### src/rtl/timer_scheduler_pkg.sv
// rtl/timer_scheduler_pkg.sv - register offsets, scan FSM state type and wrap-aware deadline helpers
package timer_scheduler_pkg;

    localparam logic [31:0] SLOT_BASE_DEFAULT = 32'hffff0080;
    localparam logic [31:0] CTRL_BASE_DEFAULT = 32'hffff00a0;

    localparam logic [31:0] OFF_PENDING = 32'h0000_0000;
    localparam logic [31:0] OFF_ACK     = 32'h0000_0004;
    localparam logic [31:0] OFF_STATUS  = 32'h0000_0008;
    localparam logic [31:0] OFF_CANCEL  = 32'h0000_000c;
    localparam logic [31:0] OFF_PERIOD  = 32'h0000_0020;

    typedef enum logic [1:0] {IDLE, SCAN, ARMED} sched_state_t;

    // Signed distance keeps ordering correct across counter wrap within 2^31 cycles.
    function automatic logic signed [31:0] deadline_distance(input logic [31:0] deadline,
                                                             input logic [31:0] now);
        return $signed(deadline - now);
    endfunction

    function automatic logic deadline_due(input logic [31:0] deadline, input logic [31:0] now);
        return deadline_distance(deadline, now) <= 0;
    endfunction

endpackage

### src/rtl/timer_scheduler_sched_slot.sv
// rtl/timer_scheduler_sched_slot.sv - one deadline slot; TIMER_SCHED_PERIODIC_EN adds a reload period
module sched_slot (
    input  logic        clock,
    input  logic        reset,
    input  logic        wr,
    input  logic        cancel,
    input  logic        ack,
    input  logic        fire,
    input  logic [31:0] wdata,
`ifdef TIMER_SCHED_PERIODIC_EN
    input  logic        period_wr,
    output logic [31:0] period,
`endif
    output logic [31:0] deadline,
    output logic        valid,
    output logic        pending
);

    // Write beats cancel beats fire; a fire suppressed by write or cancel never raises pending.
    always_ff @(posedge clock or negedge reset) begin
        if (!reset) begin
            deadline <= '0;
            valid    <= 1'b0;
        end else if (wr) begin
            deadline <= wdata;
            valid    <= 1'b1;
        end else if (cancel) begin
            valid    <= 1'b0;
        end else if (fire) begin
`ifdef TIMER_SCHED_PERIODIC_EN
            if (period != '0) begin
                deadline <= deadline + period;
            end else begin
                valid    <= 1'b0;
            end
`else
            valid    <= 1'b0;
`endif
        end
    end

    // A fire in the same cycle as an ack leaves the bit set.
    always_ff @(posedge clock or negedge reset) begin
        if (!reset) begin
            pending <= 1'b0;
        end else if (fire && !wr && !cancel) begin
            pending <= 1'b1;
        end else if (ack) begin
            pending <= 1'b0;
        end
    end

`ifdef TIMER_SCHED_PERIODIC_EN
    always_ff @(posedge clock or negedge reset) begin
        if (!reset) begin
            period <= '0;
        end else if (period_wr) begin
            period <= wdata;
        end
    end
`endif

endmodule

### src/rtl/timer_scheduler.sv
// rtl/timer_scheduler.sv - multiplexes one cycle counter among SLOTS deadlines; TIMER_SCHED_PERIODIC_EN enables periodic slots
module timer_scheduler
    import timer_scheduler_pkg::*;
#(
    parameter int          SLOTS = 4,
    parameter logic [31:0] BASE  = SLOT_BASE_DEFAULT,
    parameter logic [31:0] CTRL  = CTRL_BASE_DEFAULT
) (
    input  logic        clock,
    input  logic        reset,
    input  logic [31:0] address,
    input  logic [31:0] data,
    input  logic        MemRead,
    input  logic        MemWrite,
    output logic [31:0] rdata,
    output logic        SchedAddress,
    output logic        TimerInterrupt,
    output logic [31:0] cycle
);

    sched_state_t       state;
    logic [2:0]         scan_idx;
    logic [2:0]         best_idx;
    logic               best_found;
    logic signed [31:0] best_dist;

    logic [31:0]      deadline [SLOTS];
    logic [SLOTS-1:0] valid, pending;
    logic [SLOTS-1:0] hit_slot, slot_wr, ack_vec, cancel_vec, fire_vec;
    logic             hit_pending, hit_ack, hit_status, hit_cancel, cancel_any;
    logic             fire, restart, cand_valid, cand_better, best_valid;
    logic [31:0]      cand_deadline, best_deadline, status_word;
    logic signed [31:0] cand_dist;
    logic             unused_read;

`ifdef TIMER_SCHED_PERIODIC_EN
    logic [31:0]      period [SLOTS];
    logic [SLOTS-1:0] hit_period, period_wr;
`endif

    assign unused_read = MemRead;

    always_comb begin
        hit_slot = '0;
        for (int i = 0; i < SLOTS; i++) begin
            hit_slot[i] = (address == BASE + 32'(4 * i));
        end
        hit_pending = (address == CTRL + OFF_PENDING);
        hit_ack     = (address == CTRL + OFF_ACK);
        hit_status  = (address == CTRL + OFF_STATUS);
        hit_cancel  = (address == CTRL + OFF_CANCEL);
        SchedAddress = (|hit_slot) | hit_pending | hit_ack | hit_status | hit_cancel;
`ifdef TIMER_SCHED_PERIODIC_EN
        hit_period = '0;
        for (int i = 0; i < SLOTS; i++) begin
            hit_period[i] = (address == CTRL + OFF_PERIOD + 32'(4 * i));
        end
        SchedAddress = SchedAddress | (|hit_period);
        period_wr    = MemWrite ? hit_period : '0;
`endif
        slot_wr    = MemWrite ? hit_slot : '0;
        cancel_any = MemWrite && hit_cancel;
        ack_vec    = (MemWrite && hit_ack) ? data[SLOTS-1:0] : '0;
        cancel_vec = cancel_any ? data[SLOTS-1:0] : '0;
    end

    // Select the slot under scan and the armed slot without narrowing the index.
    always_comb begin
        cand_deadline = '0;
        cand_valid    = 1'b0;
        best_deadline = '0;
        best_valid    = 1'b0;
        for (int i = 0; i < SLOTS; i++) begin
            if (scan_idx == 3'(i)) begin
                cand_deadline = deadline[i];
                cand_valid    = valid[i];
            end
            if (best_idx == 3'(i)) begin
                best_deadline = deadline[i];
                best_valid    = valid[i];
            end
        end
    end

    // Distances are taken against the cycle at scan start so all slots share one reference.
    assign cand_dist   = deadline_distance(cand_deadline, cycle - 32'(scan_idx));
    assign cand_better = cand_valid && (!best_found || (cand_dist < best_dist));
    assign fire        = (state == ARMED) && best_valid && deadline_due(best_deadline, cycle);
    assign restart     = (|slot_wr) || cancel_any || fire;

    always_comb begin
        fire_vec = '0;
        for (int i = 0; i < SLOTS; i++) begin
            fire_vec[i] = fire && (best_idx == 3'(i));
        end
    end

    always_ff @(posedge clock or negedge reset) begin
        if (!reset) begin
            state      <= IDLE;
            scan_idx   <= '0;
            best_idx   <= '0;
            best_found <= 1'b0;
            best_dist  <= '0;
            cycle      <= '0;
        end else begin
            cycle <= cycle + 32'd1;
            if (restart) begin
                state      <= SCAN;
                scan_idx   <= '0;
                best_idx   <= '0;
                best_found <= 1'b0;
                best_dist  <= '0;
            end else begin
                case (state)
                    SCAN: begin
                        if (cand_better) begin
                            best_idx   <= scan_idx;
                            best_found <= 1'b1;
                            best_dist  <= cand_dist;
                        end
                        if (scan_idx == 3'(SLOTS - 1)) begin
                            state    <= (best_found || cand_better) ? ARMED : IDLE;
                            scan_idx <= '0;
                        end else begin
                            scan_idx <= scan_idx + 3'd1;
                        end
                    end
                    IDLE, ARMED: ;
                    default: state <= IDLE;
                endcase
            end
        end
    end

    for (genvar g = 0; g < SLOTS; g++) begin : g_slot
        sched_slot u_slot (
            .clock    (clock),
            .reset    (reset),
            .wr       (slot_wr[g]),
            .cancel   (cancel_vec[g]),
            .ack      (ack_vec[g]),
            .fire     (fire_vec[g]),
            .wdata    (data),
`ifdef TIMER_SCHED_PERIODIC_EN
            .period_wr(period_wr[g]),
            .period   (period[g]),
`endif
            .deadline (deadline[g]),
            .valid    (valid[g]),
            .pending  (pending[g])
        );
    end

    assign TimerInterrupt = |pending;

    always_comb begin
        status_word              = '0;
        status_word[8 +: SLOTS]  = valid;
        status_word[7]           = (state == ARMED);
        status_word[2:0]         = best_idx;
        rdata = '0;
        for (int i = 0; i < SLOTS; i++) begin
            if (hit_slot[i]) rdata = deadline[i];
        end
`ifdef TIMER_SCHED_PERIODIC_EN
        for (int i = 0; i < SLOTS; i++) begin
            if (hit_period[i]) rdata = period[i];
        end
`endif
        if (hit_pending) rdata = 32'(pending);
        if (hit_status)  rdata = status_word;
    end

endmodule

### config.mk
export PLATFORM = sky130hd
export DESIGN_NAME = timer_scheduler
export DESIGN_NICKNAME = d
export VERILOG_FILES = /design/src/rtl/timer_scheduler_pkg.sv /design/src/rtl/timer_scheduler_sched_slot.sv /design/src/rtl/timer_scheduler.sv
export SDC_FILE = /design/constraint.sdc
export NUM_CORES = 1
export LEC_CHECK = 0
export ABC_AREA = 1
export BUFFER_PORTS_ARGS = -buffer_cell sky130_fd_sc_hd__buf_2
export CAP_MARGIN = 20
export CORE_AREA = 2 2 184 186
export CTS_CLUSTER_SIZE = 16
export DETAILED_ROUTE_END_ITERATION = 8
export DIE_AREA = 0 0 186 188
export GPL_TIMING_DRIVEN = 0
export HOLD_SLACK_MARGIN = 0.08
export PLACE_DENSITY_LB_ADDON = 0.2
export SLEW_MARGIN = 25
export SYNTH_ARGS = -nofsm -noshare
export SYNTH_HDL_FRONTEND = slang
export SYNTH_HIERARCHICAL = 1
export SYNTH_SLANG_ARGS = --single-unit
### constraint.sdc
create_clock -name clock -period 10.8 [get_ports clock]
set_input_delay 1.62 -clock clock [delete_from_list [all_inputs] [get_ports clock]]
set_output_delay 1.62 -clock clock [all_outputs]
set_load 0.02 [all_outputs]
==> impl_results.md, run 1 <==
- Run status: complete, no violations
- Post-Synthesis Net Count: 2790
- Die outline width: 186 um
- Post-synth cell types: 54
- DRC errors left: 0
- Maximum single-stage delay on the critical path: 560 ps
- Global routing usage summed across all routing layers: 36.6%
- Global-route wire length before repair: 98800 um
- Kind of critical path: reg -> reg
- Average routed wire per standard cell: 20.0 um
- GR Overflow Total: 0
- Start of the worst register-to-register path: scan_idx[1]
- Deepest level of the CTS H-tree: 1
- Layout cell share with drive strength beyond 1: 10.8%
- Maximum number of pins on one net before global-route repair: 74
- Standard-cell row count: 67
- TritonCTS clock tree: built
- Crit path time final: 7400 ps
- Drt via density: 5.85
- Count of max-cap constraint violations: 0
- CTS clock-pin slew for the worst setup and hold paths: 60 ps
- Worst Path Max Fanout: 10
- I/O Pins: 134
- Area occupied by multi-input gates: 10300 sq um
- Portion of the post-synthesis area used by sequential elements: 29.7%
- Prevailing post-synth register cell: sky130_fd_sc_hd__dfrtp_1
- Floorplan die area: 35000 sq um
- Number of cells on the worst reg-to-reg path: 29
- Proportion of total power due to net switching: 23.3%
- Syn Inst Count: 2591
- Final Instance Area: 19700 sq um
- Vias in the first global route: 17613
- Largest vdd supply drop: 0.113 mV
- Number of warning messages in the yosys log: 6
- Number of fill cells in the layout: 3282
- CORE AREA: 33100 sq um
- Count of port buffers added during placement: 132
- Post-synth design cell area: 17600 sq um
- Placer's final routability congestion estimate: 1.00
- Type of element capturing the critical path: flop
- Pwr dens: 84.9 nW/um^2
- Cell depth of the worst hold path: 2
- Final count of hold timing violations: 0
- Critical Path AT: 7890 ps
- R2r setup slk: 3400 ps
- CTS sink count: 209
- Half-perimeter wire length after detailed placement: 50500 um
- Sequential group share of total power: 46.9%
- Comb power frac: 2.5%
- Worst-case setup margin in the final layout: 3400 ps
- Seq cells post-synth: 209
- Post-Place Worst Slack: 3710 ps
- Cell Int Power: 0.00128 W
- Number of synthesized flops with an enable pin: 0
- Num CTS Buffers: 25
- Clock latency reported for the late side of the worst-skew pair: 580 ps
- Root Buffer Master: sky130_fd_sc_hd__clkbuf_16
- Hold endpoint: g_slot[3].u_slot/deadline[15]
- Gates resized, CTS repair: 0
- Final core area utilization: 59.4%
- Die Height: 188 um
- Number of pins with negative max-slew slack in the final report: 0
- Post-detailed-route count of antenna-violating nets: 0
- Number of antenna violations at the first check in global routing: 3
- Fin nets: 2951
- Clock share of power: 50.6%
- Number of buffers inserted for hold repair after clock tree synthesis: 0
- Setup_tns: 0 ps
- Type of the tightest min-delay check: reg -> reg
- Required time worst endpoint: 11290 ps
- Part of the cycle the worst path needs: 68.5%
- Share of flip-flops with an asynchronous set or reset after synthesis: 100%
- Relative slew slack: 28.3%
- Sw power: 0.000390 W
- Crit path max-delay family: simple AND/OR/NAND/NOR gates
- Leading cell type in the layout, fill and taps excluded: sky130_fd_sc_hd__nand2_1
- Most prevalent standard cell on the critical path: sky130_fd_sc_hd__nand2_1
- Critical-path top delay cell: sky130_fd_sc_hd__clkbuf_1
- Diode insertion count for antenna repair: 0
- Setup violators final: 0
- Drt first-iter violations: 2055
- Standard cell area after detailed placement: 18900 sq um
- Mean instance size in the synthesized netlist: 6.79 sq um
- Combined buffer and inverter count along the critical path: 4
- Critical R2R Capture: best_idx[1]
- Static leakage: 10.5 nW
- Detailed-route via count: 18819
- First-pass iteration count of the detailed router: 7
- Most frequent cells in the layout: sky130_fd_sc_hd__nand2_1 (848), sky130_fd_sc_hd__inv_1 (354), sky130_fd_sc_hd__dfrtp_1 (209), sky130_fd_sc_hd__o21ai_0 (147), sky130_fd_sc_hd__buf_2 (146)
- Setup repair after global routing missed its margin: false
- Final-layout worst hold slack: 472 ps
- Flip-flop and latch area: 5230 sq um
- Relative area change from synthesis to final layout: 12.0%
- Worst hold path startpoint: g_slot[3].u_slot/deadline[15]
- Transition time of the tightest slew-check pin: 1080 ps
- Worst setup skew after layout: 27.3 ps
- Bufs on Longest Clock Path: 3
- Total Routed Length: 64400 um
- # Post-CTS Setup Buffers: 0
- Initial Utilization: 53.1%
- Element type at the critical path start: flop
- Max Freq: 135 MHz
==> power groups by stage <==
stage | logic [W] | registers [W] | clock network (W)
CTS | 0.0000422 | 0.000783 | 0.000854
global route | 0.0000469 | 0.000783 | 0.000883
global placement | 0.0000383 | 0.000798 | 0
detailed placement | 0.0000421 | 0.000797 | 0
floorplan | 0.00000277 | 0.000798 | 0
finish | 0.0000416 | 0.000783 | 0.000845
==> worst min-delay path: stages (launching register included) <==
cell	delay, ps
sky130_fd_sc_hd__dfrtp_1	340
sky130_fd_sc_hd__nand2_1	50
sky130_fd_sc_hd__nand2_1	50
==> routing by layer <==
| layer | global-route usage, % | vias to the layer above | part of all wire [%] |
|---|---|---|---|
| met5 | 0 | - | 0.047 |
| met4 | 16.3 | 4 | 4.8 |
| met3 | 5.92 | 210 | 9.2 |
| met2 | 58.3 | 1003 | 45 |
| met1 | 48.8 | 8782 | 41 |
| li1 | - | 8820 | - |
==> cell families after synthesis <==
group | count (synthesis) | share of synthesized area [%]
AOI/OAI and AO/OA | 424 | 14.2
xor gates and xnor gates | 70 | 3.49
and+or+nand+nor | 1294 | 31.6
adders and majority gates | 131 | 9.49
DFF | 209 | 29.7
buffers and inverters | 463 | 11.5
==> registers in the layout (all words and copies together), names as in the netlist <==
register                flops
g_slot.u_slot/valid         4
state                       2
g_slot.u_slot/pending       4
scan_idx                    3
cycle                      32
g_slot.u_slot/deadline    128
best_dist                  32
best_idx                    3
best_found                  1
==> worst max-delay path by stage <==
stage	start	endpoint	slack, ps	cells after the start
finish	scan_idx[1]	best_idx[1]	3400	29
global placement	scan_idx[1]	best_idx[1]	3790	29
CTS	scan_idx[1]	best_idx[1]	3610	29
global route	scan_idx[1]	best_idx[1]	3030	29
floorplan	scan_idx[1]	best_dist[16]	5580	29
detailed placement	scan_idx[1]	best_dist[2]	3710	29
==> layout make-up <==
class	count	share of cell area, %
Multi-Input combinational cell	1919	52.5
Sequential cell	209	26.6
Inverter	364	7.09
Tap cell	448	2.85
Clock buffer	34	3.60
Clock inverter	10	0.509
Buffer	99	3.17
Timing Repair Buffer	134	3.69
==> through the flow <==
step	cells	total power (W)
finish	3217	0.00167
global route	3217	0.00171
CTS	3217	0.00168
detailed placement	3173	0.000839
global placement	3171	0.000836
floorplan	2591	0.000800
==> synthesized netlist by cell type, types with 3 or more instances <==
library cell                count  area [sq um]
sky130_fd_sc_hd__nand2_1      848          3180
sky130_fd_sc_hd__inv_1        354          1330
sky130_fd_sc_hd__dfrtp_1      209          5230
sky130_fd_sc_hd__o21ai_0      147           736
sky130_fd_sc_hd__a21oi_1      142           711
sky130_fd_sc_hd__nor2_1       140           526
sky130_fd_sc_hd__ha_1         127          1590
sky130_fd_sc_hd__nand3_1      100           500
sky130_fd_sc_hd__nand4_1       99           619
sky130_fd_sc_hd__a221oi_1      52           455
sky130_fd_sc_hd__xor2_1        52           455
sky130_fd_sc_hd__clkbuf_1      44           165
sky130_fd_sc_hd__nand2_2       44           275
sky130_fd_sc_hd__o22ai_1       38           238
sky130_fd_sc_hd__nor3_1        24           120
sky130_fd_sc_hd__buf_6         19           214
sky130_fd_sc_hd__xnor2_1       18           158
sky130_fd_sc_hd__buf_2         15          75.1
sky130_fd_sc_hd__buf_4         12          90.1
sky130_fd_sc_hd__nor4_1         9          56.3
sky130_fd_sc_hd__a21o_1         7          52.6
sky130_fd_sc_hd__o2111ai_1      7          61.3
sky130_fd_sc_hd__o211ai_1       7          52.6
sky130_fd_sc_hd__o21bai_1       7          52.6
sky130_fd_sc_hd__and2_1         5          31.3
sky130_fd_sc_hd__buf_1          5          18.8
sky130_fd_sc_hd__inv_2          5          18.8
sky130_fd_sc_hd__nor2_2         5          31.3
sky130_fd_sc_hd__buf_8          4          60.1
sky130_fd_sc_hd__fa_1           4          80.1
sky130_fd_sc_hd__inv_8          4          45.0
sky130_fd_sc_hd__nor3_2         4          40.0
sky130_fd_sc_hd__a22oi_1        3          22.5
sky130_fd_sc_hd__nand3b_1       3          22.5
sky130_fd_sc_hd__o221ai_1       3          26.3
Note: power is estimated with default switching activity, not from simulation.
==> run 2, diff against run 1 <==
==> constraint.sdc (replaced) <==
create_clock -name clock -period 7.4 [get_ports clock]
set_input_delay 1.11 -clock clock [delete_from_list [all_inputs] [get_ports clock]]
set_output_delay 1.11 -clock clock [all_outputs]
set_load 0.02 [all_outputs]
==> run 2 against run 1 <==
Effect of this change:
- final area is 0.15% higher
- utilization grew 0.087 points
- cell count barely moved
- clock power is 47% higher
- flip-flop and latch count unchanged
- non-clock buffer count did not move
- count of clock-buffer cells in the layout unchanged
- combinational power up 46%
- register-to-register slack got worse by 3000 ps
- sequential power rose by 46%
- via count fell by 0.46%
- first-iteration DRC count is 3.9% lower
- critical path type unchanged
==> impl_results.md, run 2 (same netlist as run 1, synthesis figures left out) <==
- Cell depth of the worst hold path: 2 (unchanged)
- CTS sink count: 209 (unchanged)
- Largest vdd supply drop: 0.165 mV (was 0.113 mV)
- Drt first-iter violations: 1975 (was 2055)
- R2r setup slk: 440 ps (was 3400 ps)
- Maximum single-stage delay on the critical path: 530 ps (was 560 ps)
- Global routing usage summed across all routing layers: 36.6% (unchanged)
- Critical Path AT: 7450 ps (was 7890 ps)
- Number of flip-flops under the largest register name: 128 (unchanged)
- Root Buffer Master: sky130_fd_sc_hd__clkbuf_16 (unchanged)
- Num CTS Buffers: 25 (unchanged)
- Most frequent cells in the layout: sky130_fd_sc_hd__nand2_1 (848), sky130_fd_sc_hd__inv_1 (354), sky130_fd_sc_hd__dfrtp_1 (209), sky130_fd_sc_hd__o21ai_0 (147), sky130_fd_sc_hd__buf_2 (146) (unchanged)
- CTS clock-pin slew for the worst setup and hold paths: 60 ps (about the same)
- Pwr dens: 124 nW/um^2 (was 84.9 nW/um^2)
- Critical-path top delay cell: sky130_fd_sc_hd__o22ai_1 (was sky130_fd_sc_hd__clkbuf_1)
- Worst-case setup margin in the final layout: 437 ps (was 3400 ps)
- Count of port buffers added during placement: 132 (unchanged)
- TritonCTS clock tree: built (unchanged)
- Final count of hold timing violations: 0 (unchanged)
- Setup violators final: 0 (unchanged)
- Initial Utilization: 53.1% (unchanged)
- Bufs on Longest Clock Path: 3 (unchanged)
- Floorplan die area: 35000 sq um (unchanged)
- Deepest level of the CTS H-tree: 1 (unchanged)
- Gates resized, CTS repair: 0 (unchanged)
- Hold endpoint: g_slot[3].u_slot/deadline[15] (unchanged)
- Clock share of power: 50.7% (was 50.6%)
- Type of element capturing the critical path: flop (unchanged)
- # Post-CTS Setup Buffers: 0 (unchanged)
- Number of antenna violations at the first check in global routing: 3 (unchanged)
- Standard-cell row count: 67 (unchanged)
- Count of max-cap constraint violations: 0 (unchanged)
- Global-route wire length before repair: 98800 um (unchanged)
- Number of buffers inserted for hold repair after clock tree synthesis: 0 (unchanged)
- Layout cell share with drive strength beyond 1: 11.0% (was 10.8%)
- Kind of critical path: reg -> reg (unchanged)
- Cell Int Power: 0.00187 W (was 0.00128 W)
- Leading cell type in the layout, fill and taps excluded: sky130_fd_sc_hd__nand2_1 (unchanged)
- Number of cells on the worst reg-to-reg path: 28 (was 29)
- Die Height: 188 um (unchanged)
- DRC errors left: 0 (unchanged)
- Part of the cycle the worst path needs: 94.1% (was 68.5%)
- Standard cell area after detailed placement: 18900 sq um (unchanged)
- Drt via density: 5.82 (was 5.85)
- Flip-flop and latch area: 5230 sq um (unchanged)
- Most flops, register: g_slot.u_slot/deadline (unchanged)
- Run status: complete, no violations (unchanged)
- Relative slew slack: 30.8% (was 28.3%)
- Required time worst endpoint: 7890 ps (was 11290 ps)
- Total power draw: 0.00244 W (was 0.00167 W)
- Relative area change from synthesis to final layout: 12.1% (was 12.0%)
- Setup_tns: 0 ps (unchanged)
- Clock latency reported for the late side of the worst-skew pair: 580 ps (about the same)
- Post-Place Worst Slack: 309 ps (was 3710 ps)
- Final Instance Area: 19700 sq um (about the same)
- GR Overflow Total: 0 (unchanged)
- Fin nets: 2951 (unchanged)
- Worst hold path startpoint: g_slot[3].u_slot/deadline[15] (unchanged)
- Vias in the first global route: 17613 (unchanged)
- Start of the worst register-to-register path: scan_idx[0] (was scan_idx[1])
- Critical R2R Capture: best_dist[9] (was best_idx[1])
- Total Routed Length: 64500 um (was 64400 um)
- Crit path time final: 6960 ps (was 7400 ps)
- Worst setup skew after layout: 27.2 ps (was 27.3 ps)
- Setup repair after global routing missed its margin: false (unchanged)
- Type of the tightest min-delay check: reg -> reg (unchanged)
- CORE AREA: 33100 sq um (unchanged)
- Sw power: 0.000571 W (was 0.000390 W)
- First-pass iteration count of the detailed router: 6 (was 7)
- Transition time of the tightest slew-check pin: 1030 ps (was 1080 ps)
- Detailed-route via count: 18733 (was 18819)
- Die outline width: 186 um (unchanged)
- Comb power frac: 2.5% (about the same)
- Number of pins with negative max-slew slack in the final report: 0 (unchanged)
- Worst Path Max Fanout: 10 (unchanged)
- Biggest regs: g_slot.u_slot/deadline: 128 flops, best_dist: 32 flops, cycle: 32 flops (unchanged)
- Static leakage: 10.5 nW (about the same)
- Post-detailed-route count of antenna-violating nets: 0 (unchanged)
- Maximum number of pins on one net before global-route repair: 74 (unchanged)
- Sequential group share of total power: 46.9% (about the same)
- Element type at the critical path start: flop (unchanged)
- Placer's final routability congestion estimate: 1.00 (unchanged)
- Max Freq: 144 MHz (was 135 MHz)
- Half-perimeter wire length after detailed placement: 50500 um (unchanged)
- Number of fill cells in the layout: 3282 (unchanged)
- Area occupied by multi-input gates: 10400 sq um (was 10300 sq um)
- I/O Pins: 134 (unchanged)
- Proportion of total power due to net switching: 23.4% (was 23.3%)
- Average routed wire per standard cell: 20.0 um (about the same)
run 2: critical path, delay by kind of cell (launching register included):
family                     cells  cell delay (ps)
AOI/OAI and AO/OA              8             1970
xor gates and xnor gates       1              270
adders and majority gates      4             1180
buffers and inverters          6             1370
DFF                            1              470
and+or+nand+nor                9             1630
run 2: metrics by stage:
stage / hold WS, ps / std cells / util (%)
floorplan: 442 / 2591 / -
global placement: 457 / 3171 / 56.8
detailed placement: 458 / 3173 / 57.0
CTS: 474 / 3217 / 59.4
global route: 496 / 3217 / 59.5
finish: 473 / 3218 / 59.5
run 2: area by class of cell:
| type | count | share of cell area (%) |
|---|---|---|
| antenna | 1 | 0.0127 |
| buffer | 99 | 3.17 |
| clock buffer | 34 | 3.60 |
| clock inverter | 10 | 0.508 |
| inverter | 364 | 7.08 |
| multi-input combinational | 1919 | 52.6 |
| sequential | 209 | 26.5 |
| tap | 448 | 2.84 |
| timing repair buffer | 134 | 3.68 |
run 2: how the worst max path moves through the flow:
stage,startpoint,end,slack (ps)
2_1_floorplan,scan_idx[1],best_dist[16],2180
3_3_place_gp,scan_idx[1],best_idx[1],390
3_5_place_dp,scan_idx[1],best_dist[2],310
4_1_cts,scan_idx[1],best_idx[1],210
5_1_grt,scan_idx[0],best_dist[20],60
6_report,scan_idx[0],best_dist[9],440
run 2: metal layers:
metal  vias up  part of all wire, %  global-route usage, %
li1       8827                    -                      -
met4         4                  4.9                   16.3
met3       214                  9.0                   5.92
met5         -                0.047                      0
met2       950                   45                   58.3
met1      8738                   41                   48.8
run 2: power groups by stage:
stage               sequential (W)  clock, W  combinational [W]
global route               0.00114   0.00129          0.0000685
finish                     0.00114   0.00124          0.0000608
CTS                        0.00114   0.00125          0.0000616
global placement           0.00116         0          0.0000558
floorplan                  0.00116         0         0.00000404
detailed placement         0.00116         0          0.0000614
